## src/rtl/pipe_pkg.sv

```systemverilog
// Shared types and defaults for the skid-buffered pipeline stage.
// Holds the occupancy state encoding and the default payload/counter widths.
package pipe_pkg;

  localparam int DEFAULT_DATA_W = 73;
  localparam int DEFAULT_CNT_W  = 16;

  typedef enum logic [1:0] {
    EMPTY = 2'd0,
    ONE   = 2'd1,
    FULL  = 2'd2
  } state_e;

  function automatic logic [1:0] occupancy_of(state_e s);
    case (s)
      EMPTY:   return 2'd0;
      ONE:     return 2'd1;
      FULL:    return 2'd2;
      default: return 2'd0;
    endcase
  endfunction

endpackage

```

## src/rtl/pipe_skid_stage_if.sv

```systemverilog
// Upstream/downstream valid-ready handshake of the skid stage.
// The stage itself is the slave; the producer/consumer side is the master.
interface pipe_skid_stage_if
  import pipe_pkg::*;
#(
  parameter int DATA_W = DEFAULT_DATA_W
);

  logic              in_valid_i;
  logic              in_ready_o;
  logic [DATA_W-1:0] in_data_i;
  logic              out_valid_o;
  logic              out_ready_i;
  logic [DATA_W-1:0] out_data_o;

  modport master (
    output in_valid_i,
    output in_data_i,
    output out_ready_i,
    input  in_ready_o,
    input  out_valid_o,
    input  out_data_o
  );

  modport slave (
    input  in_valid_i,
    input  in_data_i,
    input  out_ready_i,
    output in_ready_o,
    output out_valid_o,
    output out_data_o
  );

endinterface

```

## src/rtl/sat_counter.sv

```systemverilog
// Saturating up-counter: counts cycles with inc_i high and sticks at all-ones.
module sat_counter
  import pipe_pkg::*;
#(
  parameter int W = DEFAULT_CNT_W
) (
  input  logic         clk_i,
  input  logic         rst_n_i,
  input  logic         inc_i,
  output logic [W-1:0] cnt_o
);

  logic [W-1:0] cnt_reg;
  logic [W-1:0] cnt_next;

  always_comb begin
    cnt_next = cnt_reg;
    if (inc_i && (cnt_reg != {W{1'b1}})) begin
      cnt_next = cnt_reg + W'(1);
    end
  end

  always_ff @(posedge clk_i or negedge rst_n_i) begin
    if (!rst_n_i) begin
      cnt_reg <= '0;
    end else begin
      cnt_reg <= cnt_next;
    end
  end

  assign cnt_o = cnt_reg;

endmodule

```

## src/rtl/pipe_skid_stage.sv

```systemverilog
// Two-entry skid stage (main + skid register) with registered ready, flush
// and a saturating count of downstream stall cycles.
module pipe_skid_stage
  import pipe_pkg::*;
#(
  parameter int DATA_W = DEFAULT_DATA_W,
  parameter int CNT_W  = DEFAULT_CNT_W
) (
  input  logic                clk_i,
  input  logic                rst_n_i,
  input  logic                flush_i,
  pipe_skid_stage_if.slave    bus,
  output logic [1:0]          occupancy_o,
  output logic [CNT_W-1:0]    stall_cnt_o
);

  state_e            state_reg;
  state_e            state_next;
  logic [DATA_W-1:0] main_reg;
  logic [DATA_W-1:0] skid_reg;

  logic in_ready;
  logic out_valid;
  logic accept;
  logic fire;
  logic load_main;
  logic load_skid;
  logic move_skid;
  logic stall_inc;

  // ready/valid are pure state decodes, so no input reaches them combinationally
  assign accept = bus.in_valid_i & in_ready;
  assign fire   = out_valid & bus.out_ready_i;

  always_ff @(posedge clk_i or negedge rst_n_i) begin
    if (!rst_n_i) begin
      state_reg <= EMPTY;
    end else begin
      state_reg <= state_next;
    end
  end

  always_comb begin
    state_next = state_reg;
    load_main  = 1'b0;
    load_skid  = 1'b0;
    move_skid  = 1'b0;
    if (flush_i) begin
      state_next = EMPTY;
    end else begin
      case (state_reg)
        EMPTY: begin
          if (accept) begin
            load_main  = 1'b1;
            state_next = ONE;
          end
        end
        ONE: begin
          if (accept && fire) begin
            load_main  = 1'b1;
          end else if (accept) begin
            load_skid  = 1'b1;
            state_next = FULL;
          end else if (fire) begin
            state_next = EMPTY;
          end
        end
        FULL: begin
          if (fire) begin
            move_skid  = 1'b1;
            state_next = ONE;
          end
        end
        default: state_next = EMPTY;
      endcase
    end
  end

  always_comb begin
    in_ready    = (state_reg != FULL);
    out_valid   = (state_reg != EMPTY);
    occupancy_o = occupancy_of(state_reg);
  end

  // Payload registers keep their contents across a flush; only the state empties.
  always_ff @(posedge clk_i or negedge rst_n_i) begin
    if (!rst_n_i) begin
      main_reg <= '0;
      skid_reg <= '0;
    end else begin
      if (load_main) begin
        main_reg <= bus.in_data_i;
      end else if (move_skid) begin
        main_reg <= skid_reg;
      end
      if (load_skid) begin
        skid_reg <= bus.in_data_i;
      end
    end
  end

  assign bus.in_ready_o  = in_ready;
  assign bus.out_valid_o = out_valid;
  assign bus.out_data_o  = main_reg;

  assign stall_inc = out_valid & ~bus.out_ready_i;

  sat_counter #(
    .W (CNT_W)
  ) u_stall_cnt (
    .clk_i   (clk_i),
    .rst_n_i (rst_n_i),
    .inc_i   (stall_inc),
    .cnt_o   (stall_cnt_o)
  );

endmodule

```

## src/flat_wrapper.sv

```systemverilog
// flat-port wrapper written by rule: the top's interface ports become plain ports
module pipe_skid_stage_flat import pipe_pkg::*;
#(
  parameter int DATA_W = DEFAULT_DATA_W,
  parameter int CNT_W  = DEFAULT_CNT_W
)
  (clk_i, rst_n_i, flush_i, occupancy_o, stall_cnt_o, bus_in_valid_i, bus_in_data_i, bus_out_ready_i, bus_in_ready_o, bus_out_valid_o, bus_out_data_o);
  pipe_skid_stage_if #(.DATA_W(DATA_W)) bus_i ();
  input  logic clk_i;
  input  logic rst_n_i;
  input  logic flush_i;
  output logic [1:0] occupancy_o;
  output logic [CNT_W-1:0] stall_cnt_o;
  input wire logic [$bits(bus_i.in_valid_i)-1:0] bus_in_valid_i;
  input wire logic [$bits(bus_i.in_data_i)-1:0] bus_in_data_i;
  input wire logic [$bits(bus_i.out_ready_i)-1:0] bus_out_ready_i;
  output wire logic [$bits(bus_i.in_ready_o)-1:0] bus_in_ready_o;
  output wire logic [$bits(bus_i.out_valid_o)-1:0] bus_out_valid_o;
  output wire logic [$bits(bus_i.out_data_o)-1:0] bus_out_data_o;
  assign bus_i.in_valid_i = bus_in_valid_i;
  assign bus_i.in_data_i = bus_in_data_i;
  assign bus_i.out_ready_i = bus_out_ready_i;
  assign bus_in_ready_o = bus_i.in_ready_o;
  assign bus_out_valid_o = bus_i.out_valid_o;
  assign bus_out_data_o = bus_i.out_data_o;
  pipe_skid_stage #(.DATA_W(DATA_W), .CNT_W(CNT_W)) u_core (.clk_i(clk_i), .rst_n_i(rst_n_i), .flush_i(flush_i), .bus(bus_i), .occupancy_o(occupancy_o), .stall_cnt_o(stall_cnt_o));
endmodule
```

## config.mk

```make
export PLATFORM = sky130hd
export DESIGN_NAME = pipe_skid_stage_flat
export DESIGN_NICKNAME = d
export VERILOG_FILES = /design/src/rtl/pipe_pkg.sv /design/src/rtl/pipe_skid_stage_if.sv /design/src/rtl/sat_counter.sv /design/src/rtl/pipe_skid_stage.sv /design/src/flat_wrapper.sv
export SDC_FILE = /design/constraint.sdc
export NUM_CORES = 1
export LEC_CHECK = 0
export CORE_MARGIN = 10
export CORE_UTILIZATION = 53
export DETAILED_ROUTE_END_ITERATION = 7
export PLACE_DENSITY = 0.86
export SYNTH_ARGS = -nofsm -noshare
export SYNTH_HDL_FRONTEND = slang
export SYNTH_SLANG_ARGS = --single-unit
```

## constraint.sdc

```tcl
create_clock -name clk_i -period 2.9 [get_ports clk_i]
set_input_delay 0.29 -clock clk_i [delete_from_list [all_inputs] [get_ports clk_i]]
set_output_delay 0.29 -clock clk_i [all_outputs]
set_load 0.01 [all_outputs]
```

Yosys cells after proc, flatten, opt, wreduce, memory -nomap -nowiden. Index checks and enable logic that the tools add are counted.

Equal/unequal tests: 8. Reductions and logical operators: 6. Mux-type cells: 20. Bitwise logic cells: 4. Add/subtract/negate cells: 1.

Operators with widths (count): $mux 73 (2); $add 16x1->16 const B (1); $ne 16x16->1 const B (1); $mux 2 (6); $mux 1 (9); $ne 3x2->1 const B (2); $pmux 2 s3 (1); $ne 4x2->1 const B (1); $pmux 2 s2 (1); $reduce_and 4->1 (1); $reduce_bool 2->1 (2); $and 1x1->1 (3); $ne 3x3->1 const B (1); $eq 2x1->1 const B (1); $eq 2x2->1 const B (1); $logic_and 1x1->1 (2); $logic_not 2->1 (1); $ne 2x2->1 const B (1); $pmux 1 s2 (1); $not 1->1 (1).

Output and inout port bits: 93. Register bits: 164. Input bits: 78.

Longest topological paths before layout.
Depth after elaboration: 7. Gate-level depth with buffers: 6. Depth with buffers taken out: 5.

Cells and area by module. A second synthesis with hierarchy kept.

Cell total of the unflattened synthesis: 487. Area total of the unflattened synthesis: 7050.5 um^2.

By module, submodules not included: pipe_skid_stage (cells an instance 415, times used 1, seq. area each 3703.6 um^2, area each 6190.9 um^2); sat_counter (cells an instance 72, times used 1, seq. area each 400.4 um^2, area each 859.6 um^2).

Worst setup path before layout. OpenSTA, ideal clock, no wires.

Path kind: register to register. Start: reg u_core.u_stall_cnt.cnt_reg[0] (netlist: u_core.u_stall_cnt.cnt_o[0]). End: reg u_core.u_stall_cnt.cnt_reg[1] (netlist: u_core.u_stall_cnt.cnt_o[1]). Data arrival time: 1574 ps. Path buffers: 0. Path slack: 1198 ps. Period minus slack after synthesis: 1702 ps. Stages on the path, launching flop included: 5. Cells stage by stage: dfrtp_1 ha_1 nand4_2 o41a_1 mux2_1.

Cells in the longest elaborated chain, start to end: 2. Elaborated cells between the ends (all ways): 3.

Ends and longest elaborated chain: from (decl) (line sat_counter.sv:13) `logic [W-1:0] cnt_reg;`; from (signal assigned) (line sat_counter.sv:27) `cnt_reg <= cnt_next;`; branches (longest 2 deep; another with $add 16x1->16).

Several ways; the timed one is not identified. A chain may end at the register's enable or synchronous reset.

Worst setup path after layout.
Start: reg u_core.state_reg[1]. End: reg u_core.skid_reg[27].

Cells in the longest elaborated chain, start to end: 6. Elaborated cells between the ends (all ways): 10.

Ends and longest elaborated chain: from (decl) (line pipe_skid_stage.sv:17) `state_e state_reg;`; from (signal assigned) (line pipe_skid_stage.sv:39) `state_reg <= state_next;`; $ne 2x2->1 or $reduce_bool 2->1 (tied branches) (line pipe_skid_stage.sv:80, pipe_skid_stage.sv:81); $and 1x1->1 (on tied branches) (line pipe_skid_stage.sv:32, pipe_skid_stage.sv:33); $mux 1 or $logic_and 1x1->1 (tied branches) (line pipe_skid_stage.sv:61, pipe_skid_stage.sv:59); $mux 1 (line pipe_skid_stage.sv:59) `if (accept && fire) begin`; $mux 1 (*) (line pipe_skid_stage.sv:51) `case (state_reg)`; $mux 1 (*) (line pipe_skid_stage.sv:48) `if (flush_i) begin`; to (signal assigned) (line pipe_skid_stage.sv:97) `skid_reg <= bus.in_data_i;`; to (decl) (line pipe_skid_stage.sv:20) `logic [DATA_W-1:0] skid_reg;`.

Mark *: on every way between the ends. The rest lies on a longest branch, timed or not.

==> flow_metrics.py <==
metrics = {
    "outcome": {
        "status": "finished clean",
    },
    "logic_synthesis": {
        "synth_enable_flop_cells": 0,
        "yosysMostFrequentCell": "dfrtp_1",
        "synth_top_cell_area_share_pct": 61.5,
        "yosys_register_bits": 164,
        "share_of_synthesized_registers_carrying_an_async_set_or_reset_pct": 100,
        "synth.cells.most_frequent": "164 x dfrtp_1, 152 x nand2_1, 73 x a22oi_1",
        "synth.avg_cell_area_um2": 12.0,
        "yosys.area.top_type": "dfrtp_1",
        "netlist-cell-type-count": 32,
        "yosysWarningCount": 0,
        "yosysSeqAreaShare_pct": 61.5,
        "ys.flop_type": "dfrtp_1",
        "syn_area_um2": 6670,
        "synth.area.top_cells": "dfrtp_1 62%, mux2_2 8.9%, nand2_1 8.6%",
        "synth_cells": 554,
        "synth_fp_nets": 633,
    },
    "min_path": {
        "hold_class": "in -> async",
    },
    "clock_network": {
        "post-cts-setup-buffers": 0,
        "clk_latency_ns": 0.42,
        "clk_path_buf_depth": 2,
        "post_cts_resize_count": 0,
        "clock_sinks": 164,
        "cts_made_buffers": 17,
        "path_clk_slew_ns": 0.06,
        "clock_tree.root_cell": "clkbuf_16",
        "tritoncts": "yes",
        "cts_hold_buffers": 1,
        "cts-htree-levels": 4,
    },
    "pwr": {
        "p_seq_share_pct": 45.4,
        "power_switching_mw": 1.75,
        "power.static_leakage_nw": 4.17,
        "cell_internal_pwr_mw": 5.13,
        "comb_power_share_pct": 19.5,
        "p_clk_share_pct": 35.1,
        "swShare_pct": 25.4,
        "irDropWorstVdd_uv": 550,
        "power-per-cell-area_nw_per_um2": 749,
    },
    "cells_and_area": {
        "drive_above_1_share_pct": 13.6,
        "syn2layout_area_growth_pct": 37.7,
        "final_nets": 799,
        "n_antenna_cell": 0,
    },
    "sta": {
        "maxSlewHeadroom_pct": 33.8,
        "layout_min_cycle_time_ns": 2.14,
        "timing.final.ws_setup_ns": 0.763,
        "final.period_utilization_pct": 73.7,
        "hold_viol_final": 0,
        "fmax_mhz": 468,
        "rsz0062_at_grt": "false",
        "fin_tns_setup_ns": 0,
        "clock_skew_ns": 0.00668,
        "fin_max_slew_vios": 0,
        "pin_slew_with_the_least_headroom_to_its_limit_ns": 0.992,
        "hold-worst-slack_ns": 0.437,
        "finalSetupViolations": 0,
    },
    "die": {
        "top_level_ports": 171,
        "initial_utilization_pct": 54.8,
        "die_outline_area_um2": 17500,
        "floorplan.die.height_um": 132,
        "placeableCoreArea_um2": 12200,
        "core.rowCount": 40,
        "die_outline_width_um": 132,
    },
    "drt": {
        "detail_route.wl_per_cell_um": 19.2,
        "route.antenna.remaining_nets": 0,
        "detail_route.vias_per_cell": 5.59,
        "detailed_router_s_first_iteration_violation_count": 544,
        "drtPass1Iterations": 5,
        "detail_route.wirelength_mm": 17.3,
        "detailroute.via_count": 5033,
        "remaining_drc_errors": 0,
    },
    "global_route": {
        "global_route.usage.total_pct": 19.8,
        "grt_max_degree": 74,
        "antenna_found_initial": 0,
        "grt_pass1_wl_mm": 28.4,
        "grt_remaining_overflow": 0,
        "first_global_vias": 5377,
    },
    "place": {
        "post-place-ws_ns": 0.466,
        "gpl.final_weighted_congestion": 0.812,
        "portBuffers": 170,
        "dpl.hpwl_mm": 11.3,
    },
    "critical_path": {
        "worst-endpoint-arrival_ns": 2.44,
        "worstPathMaxFanout": 73,
        "crit_path_end_kind": "register",
        "critPathRequiredTime_ns": 3.21,
        "timing.critical_path.from_type": "register",
        "path_class": "reg -> reg",
    },
    "run": {
        "cap_viol_max_count": 0,
    },
}
==> worst max-delay path, cell delays in order (launching register included) <==
cell and delay [ns]:
dfrtp_1 0.47, nor2b_1 0.19, nand3_4 0.12, buf_4 0.73, mux2_2 0.43
==> area by class of cell <==
class	instances	area (µm²)
Inverter	2	7.51
Sequential cell	164	4100
Tap cell	168	210
Clock inverter	8	145
Timing Repair Buffer	178	1790
Clock buffer	24	502
Multi-Input combinational cell	357	2420
Fill cell	744	2980
==> power by group through the flow <==
| stage | sequential [mW] | clock (mW) | combinational (mW) |
|---|---|---|---|
| finish | 3.12 | 2.42 | 1.34 |
| global route | 3.17 | 2.56 | 1.47 |
| CTS | 3.11 | 2.44 | 1.37 |
| detailed placement | 3.14 | 0 | 1.35 |
| global placement | 3.11 | 0 | 1.29 |
| floorplan | 3.16 | 0 | 0.520 |
==> final timing paths <==
check	cells past startpoint	start	slack, ns	end
max	4	u_core.state_reg[1]	0.76	u_core.skid_reg[27]
min	2	rst_n_i	0.44	u_core.bus.out_data_o[57]
min in group clk_i	2	u_core.bus.out_data_o[70]	0.47	u_core.bus.out_data_o[70]
min reg2reg	2	u_core.bus.out_data_o[70]	0.47	u_core.bus.out_data_o[70]
max in group asynchronous	3	rst_n_i	1.54	u_core.bus.out_data_o[34]
max reg2reg	4	u_core.state_reg[1]	0.76	u_core.skid_reg[27]
==> per-layer routing <==
metal | up-vias | wire [µm] | GRT usage (%)
li1 | 2263 | - | -
met1 | 2534 | 7330 | 24.6
met4 | 0 | 374 | 6.66
met2 | 207 | 8300 | 31.3
met5 | - | 0 | 0
met3 | 29 | 1320 | 7.05
==> logic make-up (layout without fill, tap and decap cells) <==
family	Yosys count	in the layout	synth area share, %
adders and majority gates	1	1	0.188
and+or+nand+nor	186	186	11.9
AOI/OAI and AO/OA	80	80	9.42
DFF	164	164	61.5
xor gates and xnor gates	15	15	1.97
muxes	75	75	12.6
buffers and inverters	33	212	2.38
==> metrics by stage <==
stage               power, mW  cells  util, %  cell area (µm²)
CTS                      6.92    901     75.5             9180
global placement         4.41    868     70.1             8530
finish                   6.88    901     75.5             9180
global route             7.20    901     75.5             9180
floorplan                3.68    554        -             6670
detailed placement       4.49    868     70.1             8530
==> cell usage in the layout, fill, tap and decap left out, types with 2 or more instances in the layout <==
| cell | instances |
|---|---|
| buf_4 | 5 |
| clkinvlp_4 | 2 |
| nor4_1 | 2 |
| nand3_1 | 2 |
| nor2b_1 | 4 |
| clkbuf_1 | 2 |
| clkbuf_8 | 5 |
| nor3_1 | 2 |
| nor2_1 | 3 |
| a22oi_1 | 73 |
| clkdlybuf4s50_1 | 169 |
| inv_1 | 2 |
| buf_12 | 2 |
| clkbuf_16 | 17 |
| and2_1 | 2 |
| nand4_1 | 9 |
| a21oi_1 | 2 |
| xor2_1 | 4 |
| mux2_1 | 21 |
| dfrtp_1 | 164 |
| nand2_1 | 152 |
| clkinv_2 | 2 |
| xnor2_1 | 11 |
| and3_1 | 3 |
| bufinv_16 | 4 |
| mux2_2 | 53 |
(Power assumes the default switching activity.)
